==> config.mk <==
export PLATFORM = sky130hd
export DESIGN_NAME = regbank_write_arbiter_flat
export DESIGN_NICKNAME = d
export VERILOG_FILES = /design/src/rtl/regbank_pkg.sv /design/src/rtl/regbank_write_arbiter_if.sv /design/src/rtl/rr_pick4.sv /design/src/rtl/regbank_write_arbiter.sv /design/src/flat_wrapper.sv
export SDC_FILE = /design/constraint.sdc
export NUM_CORES = 1
export LEC_CHECK = 0
export BUFFER_PORTS_ARGS = -buffer_cell sky130_fd_sc_hd__buf_2
export CORE_AREA = 2 2 142 144
export CTS_CLUSTER_SIZE = 14
export DETAILED_ROUTE_END_ITERATION = 8
export DIE_AREA = 0 0 144 146
export PLACE_DENSITY = 0.67
export SLEW_MARGIN = 15
export SYNTH_ARGS = -nofsm -noshare
export SYNTH_HDL_FRONTEND = slang
export SYNTH_SLANG_ARGS = --single-unit
==> constraint.sdc <==
create_clock -name clk -period 5.6 [get_ports clk]
set_input_delay 0 -clock clk [delete_from_list [all_inputs] [get_ports clk]]
set_output_delay 0 -clock clk [all_outputs]
set_load 0.02 [all_outputs]
==> src/rtl/regbank_pkg.sv <==
// ---------------------------------------------------------------------------
// regbank_pkg
//
// Purpose:
//   Shared definitions for the register-bank write arbiter: number of
//   requesters, the two arbiter state encodings, default bank geometry and a
//   small helper that turns a requester index into a one-hot vector.
//
// Contents:
//   NREQ            number of requesters sharing the bank write port (4)
//   ST_ARB          normal round-robin arbitration
//   ST_LOCKED       one requester owns the bank for a multi-write sequence
//   DEF_NREGS/AW/DW default register count, address width and data width
//   reqIdx_t        2-bit requester index type
//   reqOneHot()     requester index -> one-hot requester vector
// ---------------------------------------------------------------------------
package regbank_pkg;

    localparam int NREQ = 4;

    localparam int DEF_NREGS = 8;
    localparam int DEF_AW    = 3;
    localparam int DEF_DW    = 64;

    localparam logic [0:0] ST_ARB    = 1'b0;
    localparam logic [0:0] ST_LOCKED = 1'b1;

    typedef logic [1:0] reqIdx_t;

    function automatic logic [NREQ-1:0] reqOneHot(input reqIdx_t idx);
        return NREQ'(1) << idx;
    endfunction

endpackage

==> src/rtl/regbank_write_arbiter_if.sv <==
// ---------------------------------------------------------------------------
// regbank_write_arbiter_if
//
// Purpose:
//   Bundles the requester-side handshake and the bank-side write port of the
//   register-bank write arbiter.
//
// Signals:
//   req      [4]        per-requester write request, level, held until ack
//   lock     [4]        per-requester lock hold, qualified by req at grant
//   addr     [4*AW]     packed register index, requester i at [i*AW +: AW]
//   wdata    [4*DW]     packed write data, requester i at [i*DW +: DW]
//   ack      [4]        one-cycle pulse, write for requester i issued
//   err      [4]        one-cycle pulse with ack, address out of range
//   reg_we   [NREGS]    one-hot write enable to the bank
//   reg_d    [DW]       data to the bank
//   grant_id [2]        requester index of the current/last issued write
//   locked   [1]        arbiter is in the LOCKED state
//
// Modports:
//   master   requester side (drives req/lock/addr/wdata)
//   slave    arbiter side (drives ack/err/reg_we/reg_d/grant_id/locked)
// ---------------------------------------------------------------------------
interface regbank_write_arbiter_if #(
    parameter int NREGS = 8,
    parameter int AW    = 3,
    parameter int DW    = 64
);
    import regbank_pkg::*;

    logic [NREQ-1:0]    req;
    logic [NREQ-1:0]    lock;
    logic [NREQ*AW-1:0] addr;
    logic [NREQ*DW-1:0] wdata;
    logic [NREQ-1:0]    ack;
    logic [NREQ-1:0]    err;
    logic [NREGS-1:0]   reg_we;
    logic [DW-1:0]      reg_d;
    logic [1:0]         grant_id;
    logic               locked;

    modport master (
        output req, lock, addr, wdata,
        input  ack, err, reg_we, reg_d, grant_id, locked
    );

    modport slave (
        input  req, lock, addr, wdata,
        output ack, err, reg_we, reg_d, grant_id, locked
    );

endinterface

==> src/rtl/rr_pick4.sv <==
// ---------------------------------------------------------------------------
// rr_pick4
//
// Purpose:
//   Combinational round-robin selector over four requesters. The search
//   starts at ptr_i and wraps 3 -> 0; the first eligible requester wins.
//
// Ports:
//   eligible_i [4]  requesters allowed to win this cycle
//   ptr_i      [2]  highest-priority requester index
//   valid_o    [1]  some requester is eligible
//   idx_o      [2]  index of the winner (0 when valid_o is low)
// ---------------------------------------------------------------------------
module rr_pick4 (
    input  logic [3:0] eligible_i,
    input  logic [1:0] ptr_i,
    output logic       valid_o,
    output logic [1:0] idx_o
);

    // Walk the four positions starting at the pointer; the 2-bit candidate
    // wraps naturally, and the first hit is kept.
    always_comb begin
        logic       found;
        logic [1:0] cand;
        found = 1'b0;
        cand  = 2'd0;
        idx_o = 2'd0;
        for (int k = 0; k < 4; k++) begin
            cand = ptr_i + 2'(k);
            if (!found && eligible_i[cand]) begin
                found = 1'b1;
                idx_o = cand;
            end
        end
        valid_o = found;
    end

endmodule

==> src/rtl/regbank_write_arbiter.sv <==
// ---------------------------------------------------------------------------
// regbank_write_arbiter
//
// Purpose:
//   Shares the write port of a bank of NREGS enable-gated DW-bit registers
//   among four requesters. Round-robin priority, with an optional lock that
//   lets one requester keep the bank for a multi-write sequence. A grant at
//   edge k produces ack/reg_we/reg_d for exactly the cycle k..k+1, so the
//   bank captures the data at edge k+1.
//
// Parameters:
//   NREGS  number of registers in the bank (2..16)
//   AW     register address width, 2**AW >= NREGS
//   DW     data width
//
// Ports:
//   clk    single clock, rising edge
//   reset  asynchronous, active-high; clears all state and outputs
//   bus    regbank_write_arbiter_if slave modport (requests in, bank
//          write port and status out)
// ---------------------------------------------------------------------------
module regbank_write_arbiter
    import regbank_pkg::*;
#(
    parameter int NREGS = DEF_NREGS,
    parameter int AW    = DEF_AW,
    parameter int DW    = DEF_DW
) (
    input  logic                    clk,
    input  logic                    reset,
    regbank_write_arbiter_if.slave  bus
);

    logic [0:0]       state_q, state_d;
    reqIdx_t          owner_q, owner_d;
    reqIdx_t          ptr_q, ptr_d;
    logic [NREQ-1:0]  ackVec_q, ackVec_d;
    logic [NREQ-1:0]  errVec_q, errVec_d;
    logic [NREGS-1:0] regWe_q, regWe_d;
    logic [DW-1:0]    regD_q, regD_d;
    reqIdx_t          grantId_q, grantId_d;
    logic [NREQ-1:0]  pending_q, pending_d;

    logic [NREQ-1:0]  ownerMask;
    logic [NREQ-1:0]  eligible;
    logic             pickValid;
    reqIdx_t          pickIdx;
    logic [AW-1:0]    selAddr;
    logic [DW-1:0]    selData;
    logic             addrOk;
    logic             lockRelease;

    assign ownerMask   = reqOneHot(owner_q);
    assign lockRelease = (state_q == ST_LOCKED) && !bus.lock[owner_q];

    // A requester whose ack is high this cycle is already served, so its
    // still-high req must not win again. While LOCKED only the owner may
    // win, and only while it keeps its lock asserted.
    always_comb begin
        eligible = bus.req & ~ackVec_q;
        if (state_q == ST_LOCKED) begin
            if (bus.lock[owner_q]) begin
                eligible = eligible & ownerMask;
            end else begin
                eligible = '0;
            end
        end
    end

    rr_pick4 picker (
        .eligible_i (eligible),
        .ptr_i      (ptr_q),
        .valid_o    (pickValid),
        .idx_o      (pickIdx)
    );

    // Winner's address and data; the address is range-checked against the
    // real register count because AW may cover more indices than exist.
    always_comb begin
        selAddr = bus.addr[int'(pickIdx)*AW +: AW];
        selData = bus.wdata[int'(pickIdx)*DW +: DW];
        addrOk  = (int'(selAddr) < NREGS);
    end

    // Next-state logic. Outputs default to an idle cycle (pulses low, data
    // and grant_id holding). The pointer only advances on an unlocked grant
    // or when a lock is released; entering LOCKED leaves it untouched so
    // the owner's neighbour is next in line once the lock drops.
    always_comb begin
        state_d   = state_q;
        owner_d   = owner_q;
        ptr_d     = ptr_q;
        ackVec_d  = '0;
        errVec_d  = '0;
        regWe_d   = '0;
        regD_d    = regD_q;
        grantId_d = grantId_q;

        if (pickValid) begin
            ackVec_d  = reqOneHot(pickIdx);
            grantId_d = pickIdx;
            if (addrOk) begin
                regWe_d = NREGS'(1) << selAddr;
                regD_d  = selData;
            end else begin
                errVec_d = reqOneHot(pickIdx);
            end
            if (state_q == ST_ARB) begin
                if (bus.lock[pickIdx]) begin
                    state_d = ST_LOCKED;
                    owner_d = pickIdx;
                end else begin
                    ptr_d = pickIdx + 2'd1;
                end
            end
        end

        if (lockRelease) begin
            state_d = ST_ARB;
            ptr_d   = owner_q + 2'd1;
        end
    end

    // Requests that were high, not granted and not just acknowledged must
    // stay high until served. The LOCKED owner is exempt: it may pause
    // between writes, and its req is ignored once the lock drops.
    always_comb begin
        pending_d = bus.req & ~ackVec_d & ~ackVec_q;
        if (state_q == ST_LOCKED) begin
            pending_d = pending_d & ~ownerMask;
        end
    end

    // State and output registers; reset clears everything at once, so a
    // grant issued just before reset never shows an ack.
    always_ff @(posedge clk or posedge reset) begin
        if (reset) begin
            state_q   <= ST_ARB;
            owner_q   <= 2'd0;
            ptr_q     <= 2'd0;
            ackVec_q  <= '0;
            errVec_q  <= '0;
            regWe_q   <= '0;
            regD_q    <= '0;
            grantId_q <= 2'd0;
            pending_q <= '0;
        end else begin
            assert ((pending_q & ~bus.req) == '0);
            state_q   <= state_d;
            owner_q   <= owner_d;
            ptr_q     <= ptr_d;
            ackVec_q  <= ackVec_d;
            errVec_q  <= errVec_d;
            regWe_q   <= regWe_d;
            regD_q    <= regD_d;
            grantId_q <= grantId_d;
            pending_q <= pending_d;
        end
    end

    assign bus.ack      = ackVec_q;
    assign bus.err      = errVec_q;
    assign bus.reg_we   = regWe_q;
    assign bus.reg_d    = regD_q;
    assign bus.grant_id = grantId_q;
    assign bus.locked   = (state_q == ST_LOCKED);

endmodule
==> src/flat_wrapper.sv <==
// flat-port wrapper written by rule: the top's interface ports become plain ports
module regbank_write_arbiter_flat import regbank_pkg::*;
#(
    parameter int NREGS = DEF_NREGS,
    parameter int AW    = DEF_AW,
    parameter int DW    = DEF_DW
)
  (clk, reset, bus_req, bus_lock, bus_addr, bus_wdata, bus_ack, bus_err, bus_reg_we, bus_reg_d, bus_grant_id, bus_locked);
  regbank_write_arbiter_if #(.NREGS(NREGS), .AW(AW), .DW(DW)) bus_i ();
  input  logic clk;
  input  logic reset;
  input wire logic [$bits(bus_i.req)-1:0] bus_req;
  input wire logic [$bits(bus_i.lock)-1:0] bus_lock;
  input wire logic [$bits(bus_i.addr)-1:0] bus_addr;
  input wire logic [$bits(bus_i.wdata)-1:0] bus_wdata;
  output wire logic [$bits(bus_i.ack)-1:0] bus_ack;
  output wire logic [$bits(bus_i.err)-1:0] bus_err;
  output wire logic [$bits(bus_i.reg_we)-1:0] bus_reg_we;
  output wire logic [$bits(bus_i.reg_d)-1:0] bus_reg_d;
  output wire logic [$bits(bus_i.grant_id)-1:0] bus_grant_id;
  output wire logic [$bits(bus_i.locked)-1:0] bus_locked;
  assign bus_i.req = bus_req;
  assign bus_i.lock = bus_lock;
  assign bus_i.addr = bus_addr;
  assign bus_i.wdata = bus_wdata;
  assign bus_ack = bus_i.ack;
  assign bus_err = bus_i.err;
  assign bus_reg_we = bus_i.reg_we;
  assign bus_reg_d = bus_i.reg_d;
  assign bus_grant_id = bus_i.grant_id;
  assign bus_locked = bus_i.locked;
  regbank_write_arbiter #(.NREGS(NREGS), .AW(AW), .DW(DW)) u_core (.clk(clk), .reset(reset), .bus(bus_i));
endmodule
==> flow_summary.yaml <==
clocking:
  cts_resized: 0
  worstSkewPairLatency_ps: 340
  tritoncts: "built"
  clock_path_buffers: 2
  cts_buffers: 9
  h-tree-depth: 3
  clock-root-buffer: "clkbuf_16"
  cts.reportedPaths.clkPinSlew_ps: 60
  cts_sinks: 83
global_routing:
  first_global_vias: 6961
  grt_pass1_wl_mm: 34.9
  pin_count_of_the_biggest_net_entering_global_routing: 79
  grt_antenna_before_repair: 0
  overflow_left_after_global_routing: 0
  gr-usage-all-layers_pct: 20.9
synthesis:
  post_synthesis_area_per_instance_um2: 6.78
  dominantRegCellSynth: "dfrtp_1"
  synthTopCellsByArea: "dfrtp_1, nand2_1, nand3_1"
  yosysWarnings: 0
  netlist-cell-type-count: 47
  synth-seq-cells: 83
  synth_enable_flop_cells: 0
  synth-xor-area-share_pct: 0
  ys_seq_area_share_pct: 37.1
  post_synth_mux_area_share_pct: 2.17
  synth-compound-area-share_pct: 10.4
  adder_cell_share_of_the_synthesized_area_pct: 0
  synth_largest_area_cell: "dfrtp_1"
  post_synth_instance_area_mm2: 0.00561
  netlist_instances: 827
  yosys.area.top_type_share_pct: 37.1
  async_flop_share_pct: 100
  post_synth_and_or_nand_nor_area_fraction_pct: 43.7
  synth_top_family_by_area: "simple AND/OR/NAND/NOR gates"
floorplan:
  row_count: 51
  fp.dieW_um: 144
  die_height_um: 146
  starting_density_pct: 29.0
  fp.coreArea_mm2: 0.0193
  io_pins: 361
  die_area_mm2: 0.0210
worst_setup_path:
  worst_setup_path_end_kind: "register"
  crit_required_ps: 5820
  criticalPathCategory: "reg2reg"
  cp.arrival_ps: 4470
  cp-start-kind: "register"
  worstPathMaxFanout: 37
detailed_routing:
  drt-pass1-iter-count: 5
  vias_per_cell: 4.88
  drt.antenna.violating_nets: 0
  top_layer_used: "met4"
  met2WireLength_mm: 11.0
  detailroute.via_count: 7038
  detail_route.wirelength.met1_mm: 9.37
  dr.first_iter.drc_count: 387
  wl_met3_mm: 1.45
  per_cell_routed_wire_length_um: 15.6
  detail_route.wirelength_mm: 22.5
  drt_drc_violations_left: 0
finish:
  synthToLayoutAreaGrowth_pct: 45.7
  antenna_cells: 0
  fill_count: 2022
  final_layout_size_suffix_gt1_share_pct: 34.4
  nNetsFinal: 1451
  multi_input_area_mm2: 0.00320
  mostFrequentLayoutCell: "buf_2"
  register_area_mm2: 0.00208
  commonest_cells_after_routing_fill_and_taps_aside: "buf_2, nand2_1, nand3_1"
timing:
  fin_skew_ps: 7.80
  grt_setup_unrepaired: "false"
  tns_ps: 0
  setup_ws_ps: 1360
  relSlewSlack_pct: 41.4
  worst_pin_slew_ps: 878
  timing.final.hold_violations: 0
  slew_violations: 0
  final-setup-viol-count: 0
  finalWorstPathRequiredPeriod_ps: 4240
  layout_worst_path_cycle_share_pct: 75.8
  clock.fmax_ghz: 0.236
placement:
  globalplace.congestion: 0.945
  io_buffers: 356
  setup_slack_at_placement_ps: 2140
  dp_hpwl_mm: 16.1
hold_path:
  hold_class: "in2reg"
run_status:
  outcome: "complete, no violations"
pwr:
  power_density_mw_per_mm2: 696
  irDropWorstVdd_mv: 0.311
  leakage_uw: 0.00438
flow_run:
  max_cap_violations: 0
## logic make-up after synthesis
| logic type | Yosys count |
|---|---|
| and+or+nand+nor | 563 |
| buffers and inverters | 77 |
| muxes | 10 |
| other | 1 |
| DFF | 83 |
| AOI/OAI and AO/OA | 93 |
## synthesized netlist by cell type (5+ instances only)
| cell type | count |
|---|---|
| nand2_1 | 330 |
| buf_4 | 6 |
| buf_2 | 27 |
| dfrtp_1 | 83 |
| nand2b_1 | 5 |
| clkbuf_1 | 31 |
| nor2_1 | 13 |
| buf_1 | 6 |
| o21ai_0 | 68 |
| nand3_1 | 194 |
## what timing repair did
action / 4_1_cts / 5_1_grt
setup buffers: 0 / 0
endpoints found under the hold margin: 58 / 0
hold buffers: 40 / 0
## power breakdown
| group | total (uW) | switching (uW) | leakage (uW) | internal, uW |
|---|---|---|---|---|
| Sequential | 1100 | 174 | 0.00102 | 924 |
| Clock | 581 | 255 | 0.000138 | 326 |
| Combinational | 4010 | 2640 | 0.00323 | 1370 |
## worst max-delay path, stage by stage, from the launching register on
cell and delay [ps]:
dfrtp_1 520, nand2_1 110, a211oi_1 410, o21ai_0 210
a2bb2oi_2 250, and2_2 730, buf_4 490, nand3_1 110
dlygate4sd3_1 580, nand3_1 80, dlygate4sd3_1 570, nand2_1 50
## final timing paths
path	from	endpoint	slack [ps]	cells after the start
min in group asynchronous	reset	u_core.bus.reg_d[57]$_DFFE_PP0P_	220	3
setup / recovery	u_core.owner_q[1]$_DFFE_PP0P_	u_core.bus.reg_d[5]$_DFFE_PP0P_	1360	11
setup reg to reg	u_core.owner_q[1]$_DFFE_PP0P_	u_core.bus.reg_d[5]$_DFFE_PP0P_	1360	11
hold reg to reg	u_core.bus.reg_d[8]$_DFFE_PP0P_	u_core.bus.reg_d[8]$_DFFE_PP0P_	500	2
hold / removal	bus_wdata[112]	u_core.bus.reg_d[48]$_DFFE_PP0P_	10	5
max in group asynchronous	reset	u_core.bus.reg_d[38]$_DFFE_PP0P_	4350	4
## routing by layer
metal,track usage (%),vias to the layer above
li1,-,3430
met1,25.8,3269
met2,35.2,288
met3,4.21,51
met4,8.87,0
met5,0,-
## layout make-up
type / count / area share [%]
Multi-Input combinational cell: 670 / 39.2
Timing Repair Buffer: 406 / 27.6
Clock buffer: 11 / 3.09
Inverter: 3 / 0.169
Clock inverter: 5 / 0.460
Tap cell: 265 / 4.06
Sequential cell: 83 / 25.4
## state kept, by name (all words and copies together) (netlist names)
name and flops:
u_core.ptr_q 2, u_core.owner_q 2, u_core.bus.ack 4, u_core.bus.reg_we 8, u_core.bus.grant_id 2, u_core.bus.locked 1, u_core.bus.reg_d 64
## metrics by stage
step                instance area (um2)  hold slack (ps)  total power, uW  std cells  util, %
detailed placement                 7480             44.6             4980       1387     38.7
global route                       8170             23.6             6220       1443     42.2
global placement                   7480             48.1             4900       1387     38.7
finish                             8170             10.0             5690       1443     42.2
CTS                                8170            0.295             5730       1443     42.2
floorplan                          5620              236             3930        830        -
Power figures use the tool's default switching activity.
